`src/rtl/seq_cmd_rx_pkg.sv`:
```
`timescale 1ns/1ps
// Shared sequencer constants (mirrors seq_definitions) and ASCII helpers
// used by the UART command receiver.
package seq_cmd_rx_pkg;

  localparam int unsigned seq_in_width = 8;

  localparam logic [7:0] ASCII_CR = 8'h0D;
  localparam logic [7:0] ASCII_LF = 8'h0A;
  localparam logic [7:0] ASCII_SP = 8'h20;

  function automatic logic is_hex(input logic [7:0] c);
    return ((c >= 8'h30) && (c <= 8'h39)) ||
           ((c >= 8'h41) && (c <= 8'h46)) ||
           ((c >= 8'h61) && (c <= 8'h66));
  endfunction

  function automatic logic is_eol(input logic [7:0] c);
    return (c == ASCII_CR) || (c == ASCII_LF);
  endfunction

  // Nibble value of a hex character; only meaningful when is_hex(c).
  function automatic logic [3:0] hex_nib(input logic [7:0] c);
    logic [7:0] t;
    if (c <= 8'h39)      t = c - 8'h30;
    else if (c <= 8'h46) t = c - 8'h37;
    else                 t = c - 8'h57;
    return t[3:0];
  endfunction

endpackage

```
`src/rtl/seq_cmd_rx_fifo.sv`:
```
`timescale 1ns/1ps
// seq_cmd_fifo: small synchronous FIFO with first-word fall-through read
// data. A push while full is accepted only if a pop happens in the same cycle.
module seq_cmd_fifo #(
  parameter int unsigned WIDTH = 8,
  parameter int unsigned DEPTH = 4
) (
  input  logic                     clk,
  input  logic                     rst_n,
  input  logic                     i_push,
  input  logic [WIDTH-1:0]         i_data,
  input  logic                     i_pop,
  output logic [WIDTH-1:0]         o_data,
  output logic                     o_full,
  output logic                     o_empty,
  output logic [$clog2(DEPTH):0]   o_cnt
);

  localparam int unsigned AW = $clog2(DEPTH);

  logic [WIDTH-1:0] mem_d [DEPTH];
  logic [WIDTH-1:0] mem_q [DEPTH];
  logic [AW-1:0]    wr_ptr_d, wr_ptr_q;
  logic [AW-1:0]    rd_ptr_d, rd_ptr_q;
  logic [AW:0]      cnt_d, cnt_q;
  logic             do_wr, do_rd;

  assign o_full  = (cnt_q == (AW+1)'(DEPTH));
  assign o_empty = (cnt_q == '0);
  assign o_cnt   = cnt_q;
  assign o_data  = mem_q[rd_ptr_q];

  // Next-state for storage, pointers and occupancy.
  always_comb begin
    do_rd    = i_pop & ~o_empty;
    do_wr    = i_push & (~o_full | do_rd);
    mem_d    = mem_q;
    wr_ptr_d = wr_ptr_q;
    rd_ptr_d = rd_ptr_q;
    cnt_d    = cnt_q;
    if (do_wr) begin
      mem_d[wr_ptr_q] = i_data;
      wr_ptr_d        = wr_ptr_q + AW'(1);
    end
    if (do_rd) rd_ptr_d = rd_ptr_q + AW'(1);
    case ({do_wr, do_rd})
      2'b10:   cnt_d = cnt_q + (AW+1)'(1);
      2'b01:   cnt_d = cnt_q - (AW+1)'(1);
      default: cnt_d = cnt_q;
    endcase
  end

  // FIFO state registers.
  always_ff @(posedge clk or negedge rst_n) begin
    if (!rst_n) begin
      mem_q    <= '{default: '0};
      wr_ptr_q <= '0;
      rd_ptr_q <= '0;
      cnt_q    <= '0;
    end else begin
      mem_q    <= mem_d;
      wr_ptr_q <= wr_ptr_d;
      rd_ptr_q <= rd_ptr_d;
      cnt_q    <= cnt_d;
    end
  end

endmodule

```
`src/rtl/seq_cmd_rx.sv`:
```
`timescale 1ns/1ps
// seq_cmd_rx: parses ASCII hex command lines from the UART receiver into
// 8-bit sequencer instructions, buffers them, and issues them as paced
// single-cycle strobes while the UART transmitter is idle.
module seq_cmd_rx
  import seq_cmd_rx_pkg::*;
#(
  parameter int unsigned FIFO_DEPTH = 4,
  parameter int unsigned ISSUE_GAP  = 16
) (
  input  logic                          clk,
  input  logic                          rst,
  input  logic [7:0]                    i_rx_data,
  input  logic                          i_rx_valid,
  input  logic                          i_tx_busy,
  output logic [seq_in_width-1:0]       o_inst,
  output logic                          o_inst_valid,
  output logic                          o_err,
  output logic [7:0]                    o_err_cnt,
  output logic [$clog2(FIFO_DEPTH):0]   o_fifo_cnt
);

  typedef enum logic [1:0] {
    S_HI  = 2'd0,
    S_LO  = 2'd1,
    S_EOL = 2'd2,
    S_ERR = 2'd3
  } state_e;

  localparam int unsigned GAP_W = (ISSUE_GAP < 1) ? 1 : $clog2(ISSUE_GAP + 1);

  logic [1:0]              rst_sync_d, rst_sync_q;
  logic                    rst_n;
  state_e                  state_d, state_q;
  logic [7:0]              byte_d, byte_q;
  logic [GAP_W-1:0]        gap_d, gap_q;
  logic [seq_in_width-1:0] inst_d, inst_q;
  logic                    inst_valid_d, inst_valid_q;
  logic                    err_d, err_q;
  logic [7:0]              err_cnt_d, err_cnt_q;
  logic                    commit, parse_err, pop;
  logic                    fifo_full, fifo_empty;
  logic [seq_in_width-1:0] fifo_rdata;

  // Reset asserts asynchronously and releases two clocks after rst rises.
  assign rst_sync_d = {rst_sync_q[0], 1'b1};
  always_ff @(posedge clk or negedge rst) begin
    if (!rst) rst_sync_q <= '0;
    else      rst_sync_q <= rst_sync_d;
  end
  assign rst_n = rst_sync_q[1];

  seq_cmd_fifo #(
    .WIDTH (seq_in_width),
    .DEPTH (FIFO_DEPTH)
  ) u_fifo (
    .clk     (clk),
    .rst_n   (rst_n),
    .i_push  (commit),
    .i_data  (byte_q),
    .i_pop   (pop),
    .o_data  (fifo_rdata),
    .o_full  (fifo_full),
    .o_empty (fifo_empty),
    .o_cnt   (o_fifo_cnt)
  );

  // Line parser: advances only on received-byte strobes.
  always_comb begin
    state_d   = state_q;
    byte_d    = byte_q;
    commit    = 1'b0;
    parse_err = 1'b0;
    if (i_rx_valid) begin
      case (state_q)
        S_HI: begin
          if (is_hex(i_rx_data)) begin
            byte_d[7:4] = hex_nib(i_rx_data);
            state_d     = S_LO;
          end else if (!is_eol(i_rx_data) && (i_rx_data != ASCII_SP)) begin
            parse_err = 1'b1;
            state_d   = S_ERR;
          end
        end
        S_LO: begin
          if (is_hex(i_rx_data)) begin
            byte_d[3:0] = hex_nib(i_rx_data);
            state_d     = S_EOL;
          end else if (is_eol(i_rx_data)) begin
            parse_err = 1'b1;
            state_d   = S_HI;
          end else begin
            parse_err = 1'b1;
            state_d   = S_ERR;
          end
        end
        S_EOL: begin
          if (is_eol(i_rx_data)) begin
            commit  = 1'b1;
            state_d = S_HI;
          end else begin
            parse_err = 1'b1;
            state_d   = S_ERR;
          end
        end
        default: begin
          if (is_eol(i_rx_data)) state_d = S_HI;
        end
      endcase
    end
  end

  // Issue pacing, registered outputs and saturating error count.
  always_comb begin
    pop          = ~fifo_empty & ~i_tx_busy & (gap_q == '0);
    gap_d        = gap_q;
    if (pop)                gap_d = GAP_W'(ISSUE_GAP);
    else if (gap_q != '0)   gap_d = gap_q - GAP_W'(1);
    inst_d       = pop ? fifo_rdata : inst_q;
    inst_valid_d = pop;
    // Overflow: a commit into a full FIFO is only lost when nothing pops.
    err_d        = parse_err | (commit & fifo_full & ~pop);
    err_cnt_d    = err_cnt_q;
    if (err_d && (err_cnt_q != 8'hFF)) err_cnt_d = err_cnt_q + 8'd1;
  end

  // Block state registers.
  always_ff @(posedge clk or negedge rst_n) begin
    if (!rst_n) begin
      state_q      <= S_HI;
      byte_q       <= '0;
      gap_q        <= '0;
      inst_q       <= '0;
      inst_valid_q <= 1'b0;
      err_q        <= 1'b0;
      err_cnt_q    <= '0;
    end else begin
      state_q      <= state_d;
      byte_q       <= byte_d;
      gap_q        <= gap_d;
      inst_q       <= inst_d;
      inst_valid_q <= inst_valid_d;
      err_q        <= err_d;
      err_cnt_q    <= err_cnt_d;
    end
  end

  assign o_inst       = inst_q;
  assign o_inst_valid = inst_valid_q;
  assign o_err        = err_q;
  assign o_err_cnt    = err_cnt_q;

endmodule
```
`config.mk`:
```
export PLATFORM = sky130hd
export DESIGN_NAME = seq_cmd_rx
export DESIGN_NICKNAME = d
export VERILOG_FILES = /design/src/rtl/seq_cmd_rx_pkg.sv /design/src/rtl/seq_cmd_rx_fifo.sv /design/src/rtl/seq_cmd_rx.sv
export SDC_FILE = /design/constraint.sdc
export NUM_CORES = 1
export LEC_CHECK = 0
export CORE_MARGIN = 2
export CORE_UTILIZATION = 40
export CTS_BUF_LIST = sky130_fd_sc_hd__clkbuf_8
export DETAILED_ROUTE_END_ITERATION = 16
export HOLD_SLACK_MARGIN = 0.15
export MAX_ROUTING_LAYER = met4
export PLACE_DENSITY = 0.68
export SLEW_MARGIN = 40
export SYNTH_ARGS = -nofsm -noshare
export SYNTH_HDL_FRONTEND = slang
export SYNTH_SLANG_ARGS = --single-unit
export TNS_END_PERCENT = 50
```
`constraint.sdc`:
```
create_clock -name clk -period 4.88 [get_ports clk]
set_input_delay 0.732 -clock clk [delete_from_list [all_inputs] [get_ports clk]]
set_output_delay 0.732 -clock clk [all_outputs]
set_load 0.02 [all_outputs]
```
==> run summary, run 1 <==
Outcome: finished, final reports clean
Synth cell types: 44
Hold WS: 0.353 ns
Pwr Total: 1.62 mW
Avg WL per Cell: 14.4 um
Share of layout cells above drive strength 1: 27.0%
Post-synth EDFFs: 0
Top FF cell, synth: dfrtp_1
ANT cells: 0
Mean area per synthesized cell: 13.4 um^2
Residual DRC: 0
DR iter-0 viols: 80
Reg2reg path depth: 11
Clock Latency Late Sink: 0.34 ns
Pre-Repair DR Iteration Count: 4
Final net count: 325
CP max FO: 8
DP HPWL: 4.00 mm
Port Buf Inserts: 32
Min-Delay Startpoint: rst_sync_q[0]$_DFF_PN0_
CP Cell Sequence: clkdlybuf4s50_1 -> inv_1 -> ha_1 -> mux2_2 -> and4_1 -> nand2_1 -> nor3_4 -> inv_1 -> ha_1 -> inv_1 -> fa_1 -> xor2_1 -> nor2_1 -> xor2_1
Vias in the first global route: 2095
Multi-input logic area: 1550 um^2
Worst Tran Pin Value: 0.653 ns
Root Driver: clkbuf_8
Final Util: 48.8%
Detailed-route wire length: 5.93 mm
Setup TNS: 0 ns
Number of H-tree levels: 3
Min-Delay Path Class: reg2reg
Arr. time, crit path: 3.40 ns
Cell row count: 34
Fin crit share: 64.2%
Critical path endpoint category: register
Detail Route Antenna Nets: 0
Post-route design area: 4180 um^2
Mapped cell area: 3470 um^2
Sink Count: 74
Initial core utilization: 40.6%
Die area: 9450 um^2
Clk slew on worst S/H paths: 0.08 ns
Post-CTS setup buffer count: 0
Peak supply drop: 0.138 mV
Post-CTS sizing: 0
P&R area growth vs syn: 20.2%
Largest net degree at the start of global routing: 73
#FFs+latches synth: 74
Async S/R FF share, synth: 100%
Hold Path Depth: 0
CTS tree: built
Crit path buf inv count: 4
CP Data Required Time: 5.15 ns
Final Hold Vio Count: 0
R2R setup slack: 1.88 ns
Worst reg2reg startpoint: gap_q[0]$_DFFE_PN0P_
Max Cap Viol: 0
Worst r2r dst: u_fifo.o_cnt[1]$_DFFE_PN0P_
Routed vias/inst: 5.05
Critical path launch point type: input port
CTS Hold Buffers Added: 0
Highest clock rate: 0.319 GHz
P per Cell Area: 388 nW/um^2
DP Cell Count: 396
Seq/Total Area, Yosys: 53.3%
Final Skew: 0.0109 ns
Dpl ws: 1.40 ns
Layout fillers: 735
Sequential cell area: 1850 um^2
Gr ovfl total: 0
Die H: 97.2 um
Slowest-stage cell, CP: clkdlybuf4s50_1
Leak Pwr: 1.97 nW
Final WS setup: 1.75 ns
Global-route wire length before repair: 10.1 mm
Tot GR Track Use: 13.9%
Post-synthesis instance total: 259
Initial antenna violation count: 0
CP delay by family, top: buffers and inverters
Minimum clock period: 3.13 ns
WHS Endpoint: rst_sync_q[1]$_DFF_PN0_
Pins Over Slew Limit: 0
GP Congestion: 0.748
Unrepaired setup endpoints after global routing: false
Critical Path Max Stage Delay: 0.57 ns
Vias: 2080
Slew headroom: 56.5%
Horiz. Die Dim: 97.2 um
Yosys warns: 0
Core outline area: 8550 um^2
IO Count: 33
Most frequent cells in the layout: 73 x dfrtp_1, 49 x mux2_2, 32 x clkdlybuf4s50_1, 13 x ha_1
CTS Buf Count: 9
Critical path's most frequent cell: inv_1
Clock buffer depth: 2
# setup viols final: 0
DP Area: 3920 um^2
Commonest non-fill, non-tap cell in the layout: dfrtp_1
Syn nets: 285
Crit Path Category: in2reg
Layout Cells excl Fill: 412
==> cells in the mapped netlist (2+ instances only) <==
cell type	instances	share of area, %
ha_1	13	4.7
and3_1	4	0.72
xor2_1	6	1.5
buf_1	2	0.22
nor2_1	12	1.3
a21oi_1	6	0.86
and4_1	2	0.50
and2_1	3	0.54
a211oi_1	2	0.43
nand3_1	7	1.0
inv_1	11	1.2
mux2_1	2	0.65
mux2_2	49	16
xnor2_1	11	2.8
o21a_1	2	0.43
a31oi_1	2	0.36
nor4_1	2	0.36
nand2_1	9	0.97
dfrtp_1	74	53
nand2_2	4	0.72
o21ai_0	6	0.86
mux4_2	8	5.2
==> cells by family after synthesis <==
logic type	Yosys count	synth area share [%]
compound gates	24	4.39
xor+xnor	17	4.29
fa+ha+maj	14	5.26
buf+inv	16	1.98
flops	74	53.3
mux	59	21.7
other cells	1	0.108
simple gates	54	8.97
==> per-layer routing <==
| metal | part of all wire [%] | GRT usage (%) |
|---|---|---|
| met5 | 0 | - |
| met1 | 50 | 18.2 |
| met3 | 3.0 | 3.60 |
| met2 | 45 | 20.9 |
| met4 | 1.8 | 5.53 |
==> sequential cells by signal (all words and copies together), names as in the netlist <==
name / count
gap_q: 5
u_fifo.mem_q: 32
o_err_cnt: 8
o_inst_valid: 1
o_inst: 8
u_fifo.rd_ptr_q: 2
byte_q: 8
state_q: 2
u_fifo.o_cnt: 3
u_fifo.wr_ptr_q: 2
rst_sync_q: 2
o_err: 1
==> area by class of cell <==
class	instances	share of cell area, %
flip-flops and latches	74	44.4
multi-input cells	169	37.2
repair buffers	34	8.12
clock buffers	11	3.63
well taps	108	3.24
clock inverters	5	2.43
inverters	11	0.989
==> worst reg2reg max path: cells and delay by family (launching register included) <==
| family | cells | cell delay, ns |
|---|---|---|
| and+or+nand+nor | 3 | 0.98 |
| adders and majority gates | 3 | 0.80 |
| AOI/OAI and AO/OA | 2 | 0.49 |
| DFF | 1 | 0.41 |
| buffers and inverters | 3 | 0.24 |
==> power breakdown <==
group | internal (mW) | switching, mW | total, mW
clock network | 0.366 | 0.222 | 0.588
registers | 0.667 | 0.0903 | 0.758
logic | 0.143 | 0.133 | 0.276
==> how the worst max path moves through the flow <==
stage	cells past startpoint	to	from	slack, ns
after floorplan	11	u_fifo.o_cnt[2]$_DFFE_PN0P_	gap_q[0]$_DFFE_PN0P_	2.15
after global routing	12	u_fifo.o_cnt[1]$_DFFE_PN0P_	i_rx_data[1]	1.52
after detailed placement	14	u_fifo.o_cnt[2]$_DFFE_PN0P_	i_rx_data[0]	1.40
final	14	u_fifo.o_cnt[2]$_DFFE_PN0P_	i_rx_data[0]	1.75
after CTS	14	u_fifo.o_cnt[2]$_DFFE_PN0P_	i_rx_data[0]	1.76
after global placement	14	u_fifo.o_cnt[2]$_DFFE_PN0P_	i_rx_data[0]	1.48
Note: power is estimated with default switching activity, not from simulation.
==> run 2, diff against run 1 <==
Clock period 4.88 ns to 2.91 ns, I/O delays scaled along.
==> run summary, run 2 (same netlist as run 1, synthesis figures left out) <==
Die area: 9450 um^2 (unchanged)
Sink Count: 74 (unchanged)
P_sw: 0.759 mW (+70%)
DP HPWL: 4.32 mm (+7.8%)
Post-CTS sizing: 0 (unchanged)
Critical path launch point type: register
CTS tree: built
Pre-Repair DR Iteration Count: 4 (unchanged)
GP Congestion: 0.750 (+0.19%)
ANT cells: 0 (unchanged)
CP Data Required Time: 3.14 ns (-2.01 ns)
Cell row count: 34 (unchanged)
Residual DRC: 0 (unchanged)
Comb pwr share: 18.2% (+1.2 points)
Max reg flops: 32 (unchanged)
Crit path from: gap_q[0]$_DFFE_PN0P_
Min-Delay Path Class: in2async
CTS Buf Count: 9 (unchanged)
Vias: 2125 (+2.2%)
Highest clock rate: 0.378 GHz
Final Hold Vio Count: 0 (unchanged)
Hold WS: 0.240 ns (-0.114 ns)
Root Driver: clkbuf_8
Sw Share: 29.1% (+1.7 points)
Post-CTS setup buffer count: 0 (unchanged)
Slew headroom: 54.3% (-2.1 points)
Pins Over Slew Limit: 0 (unchanged)
Worst Tran Pin Value: 0.685 ns (+0.0320 ns)
Leak Pwr: 2.02 nW (+2.6%)
Detail Route Antenna Nets: 0 (unchanged)
Clock buffer depth: 2 (unchanged)
Die H: 97.2 um (unchanged)
CTS Hold Buffers Added: 0 (unchanged)
Gr ovfl total: 0 (unchanged)
Core outline area: 8550 um^2 (unchanged)
Fin crit share: 91.0%
Setup TNS: 0 ns (unchanged)
Unrepaired setup endpoints after global routing: false
Most flop-heavy register: u_fifo.mem_q
Commonest non-fill, non-tap cell in the layout: dfrtp_1
Flop pwr share: 49.2% (+2.5 points)
Arr. time, crit path: 2.87 ns (-0.53 ns)
Largest net degree at the start of global routing: 42 (-42%)
Minimum clock period: 2.65 ns
Max Cap Viol: 0 (unchanged)
Most frequent cells in the layout: 73 x dfrtp_1, 49 x mux2_2, 32 x clkdlybuf4s50_1, 14 x buf_4, 13 x ha_1
Peak supply drop: 0.283 mV (+100%)
Clock Latency Late Sink: 0.35 ns (about the same)
Avg WL per Cell: 14.6 um (+1.2%)
P&R area growth vs syn: 22.2%
Detailed-route wire length: 6.19 mm (+4.4%)
Clock share of power: 32.6% (-3.7 points)
Routed vias/inst: 5.00 (-0.96%)
CP max FO: 5 (-3)
Clk slew on worst S/H paths: 0.08 ns (about the same)
Vias in the first global route: 2093 (-0.095%)
Global-route wire length before repair: 10.4 mm (+3.1%)
IO Count: 33 (unchanged)
Initial antenna violation count: 0 (unchanged)
Worst reg2reg startpoint: gap_q[0]$_DFFE_PN0P_
Initial core utilization: 40.6% (unchanged)
Port Buf Inserts: 32 (unchanged)
Outcome: finished, final reports clean
Critical path endpoint category: register
Final Skew: 0.0129 ns (+0.00201 ns)
DR iter-0 viols: 93 (+16%)
Final net count: 338 (+4.0%)
Crit Path Category: reg2reg
# setup viols final: 0 (unchanged)
P per Cell Area: 613 nW/um^2 (+58%)
Internal power: 1.85 mW (+57%)
Number of H-tree levels: 3 (unchanged)
Tot GR Track Use: 14.3% (+0.41 points)
Horiz. Die Dim: 97.2 um (unchanged)
Share of layout cells above drive strength 1: 30.3% (+3.3 points)
-- run 2: cell types whose count changed in the layout (fill, tap and decap cells not counted) --
cell | previous run | this run
o2111ai_1 | 1 | 0
clkbuf_8 | 11 | 9
buf_4 | 1 | 14
o2111ai_2 | 0 | 1
clkinv_2 | 0 | 3
buf_12 | 0 | 1
buf_6 | 1 | 0
bufinv_16 | 3 | 2
-- run 2: worst max-delay path: stages, from the launching register on --
cell       delay, ns
dfrtp_1         0.41
inv_1           0.09
ha_1            0.19
or4b_4          0.52
o2111ai_2       0.24
nand2_1         0.13
nor3_4          0.13
inv_1           0.06
ha_1            0.18
inv_1           0.07
fa_1            0.17
xor2_1          0.15
nor2_1          0.07
xor2_1          0.14
-- run 2: area by class of cell --
type | count | area, um^2
multi-input cells | 169 | 1560
repair buffers | 47 | 445
inverters | 11 | 41.3
flip-flops and latches | 74 | 1850
fillers | 767 | 4310
clock buffers | 9 | 124
clock inverters | 7 | 86.3
well taps | 108 | 135
-- run 2: routing by layer --
layer	vias up	track usage (%)	share of wire (%)
met5	-	-	0
met4	0	5.85	1.5
met3	11	3.02	2.8
met2	30	22.0	49
met1	1057	18.7	47
li1	1027	-	-
-- run 2: per-stage QoR --
step / utilization (%) / instances / cell area [um^2] / setup slack, ns / total power [mW]
global placement: 47.1 / 409 / 4030 / -0.0277 / 1.76
global route: 49.6 / 425 / 4250 / 0.0459 / 2.73
detailed placement: 47.1 / 409 / 4030 / -0.110 / 1.77
finish: 49.6 / 425 / 4250 / 0.263 / 2.60
floorplan: - / 259 / 3470 / 0.184 / 1.58
CTS: 49.6 / 425 / 4240 / 0.161 / 2.62
-- run 2: path summary, 6_finish.rpt --
path	end	slack (ns)	cells after the start
max	u_fifo.o_cnt[2]$_DFFE_PN0P_	0.26	13
min	rst_sync_q[0]$_DFF_PN0_	0.24	1
max reg2reg	u_fifo.o_cnt[2]$_DFFE_PN0P_	0.26	13
min reg2reg	u_fifo.mem_q[8]$_DFFE_PN0P_	0.32	0
max in group asynchronous	u_fifo.mem_q[13]$_DFFE_PN0P_	1.92	1
min in group clk	rst_sync_q[1]$_DFF_PN0_	0.36	0
-- run 2: power by group through the flow --
| stage | sequential (mW) | clock, mW | combinational (mW) |
|---|---|---|---|
| finish | 1.28 | 0.849 | 0.474 |
| detailed placement | 1.30 | 0 | 0.471 |
| floorplan | 1.27 | 0 | 0.308 |
| global placement | 1.30 | 0 | 0.457 |
| global route | 1.31 | 0.909 | 0.515 |
| CTS | 1.28 | 0.866 | 0.473 |
==> run 3, diff against run 2 <==
Settings changed: ABC_CLOCK_PERIOD_IN_PS set to 2910.
==> results of run 3 <==
The final DEF is identical to that of run 2; final timing and power are the same.
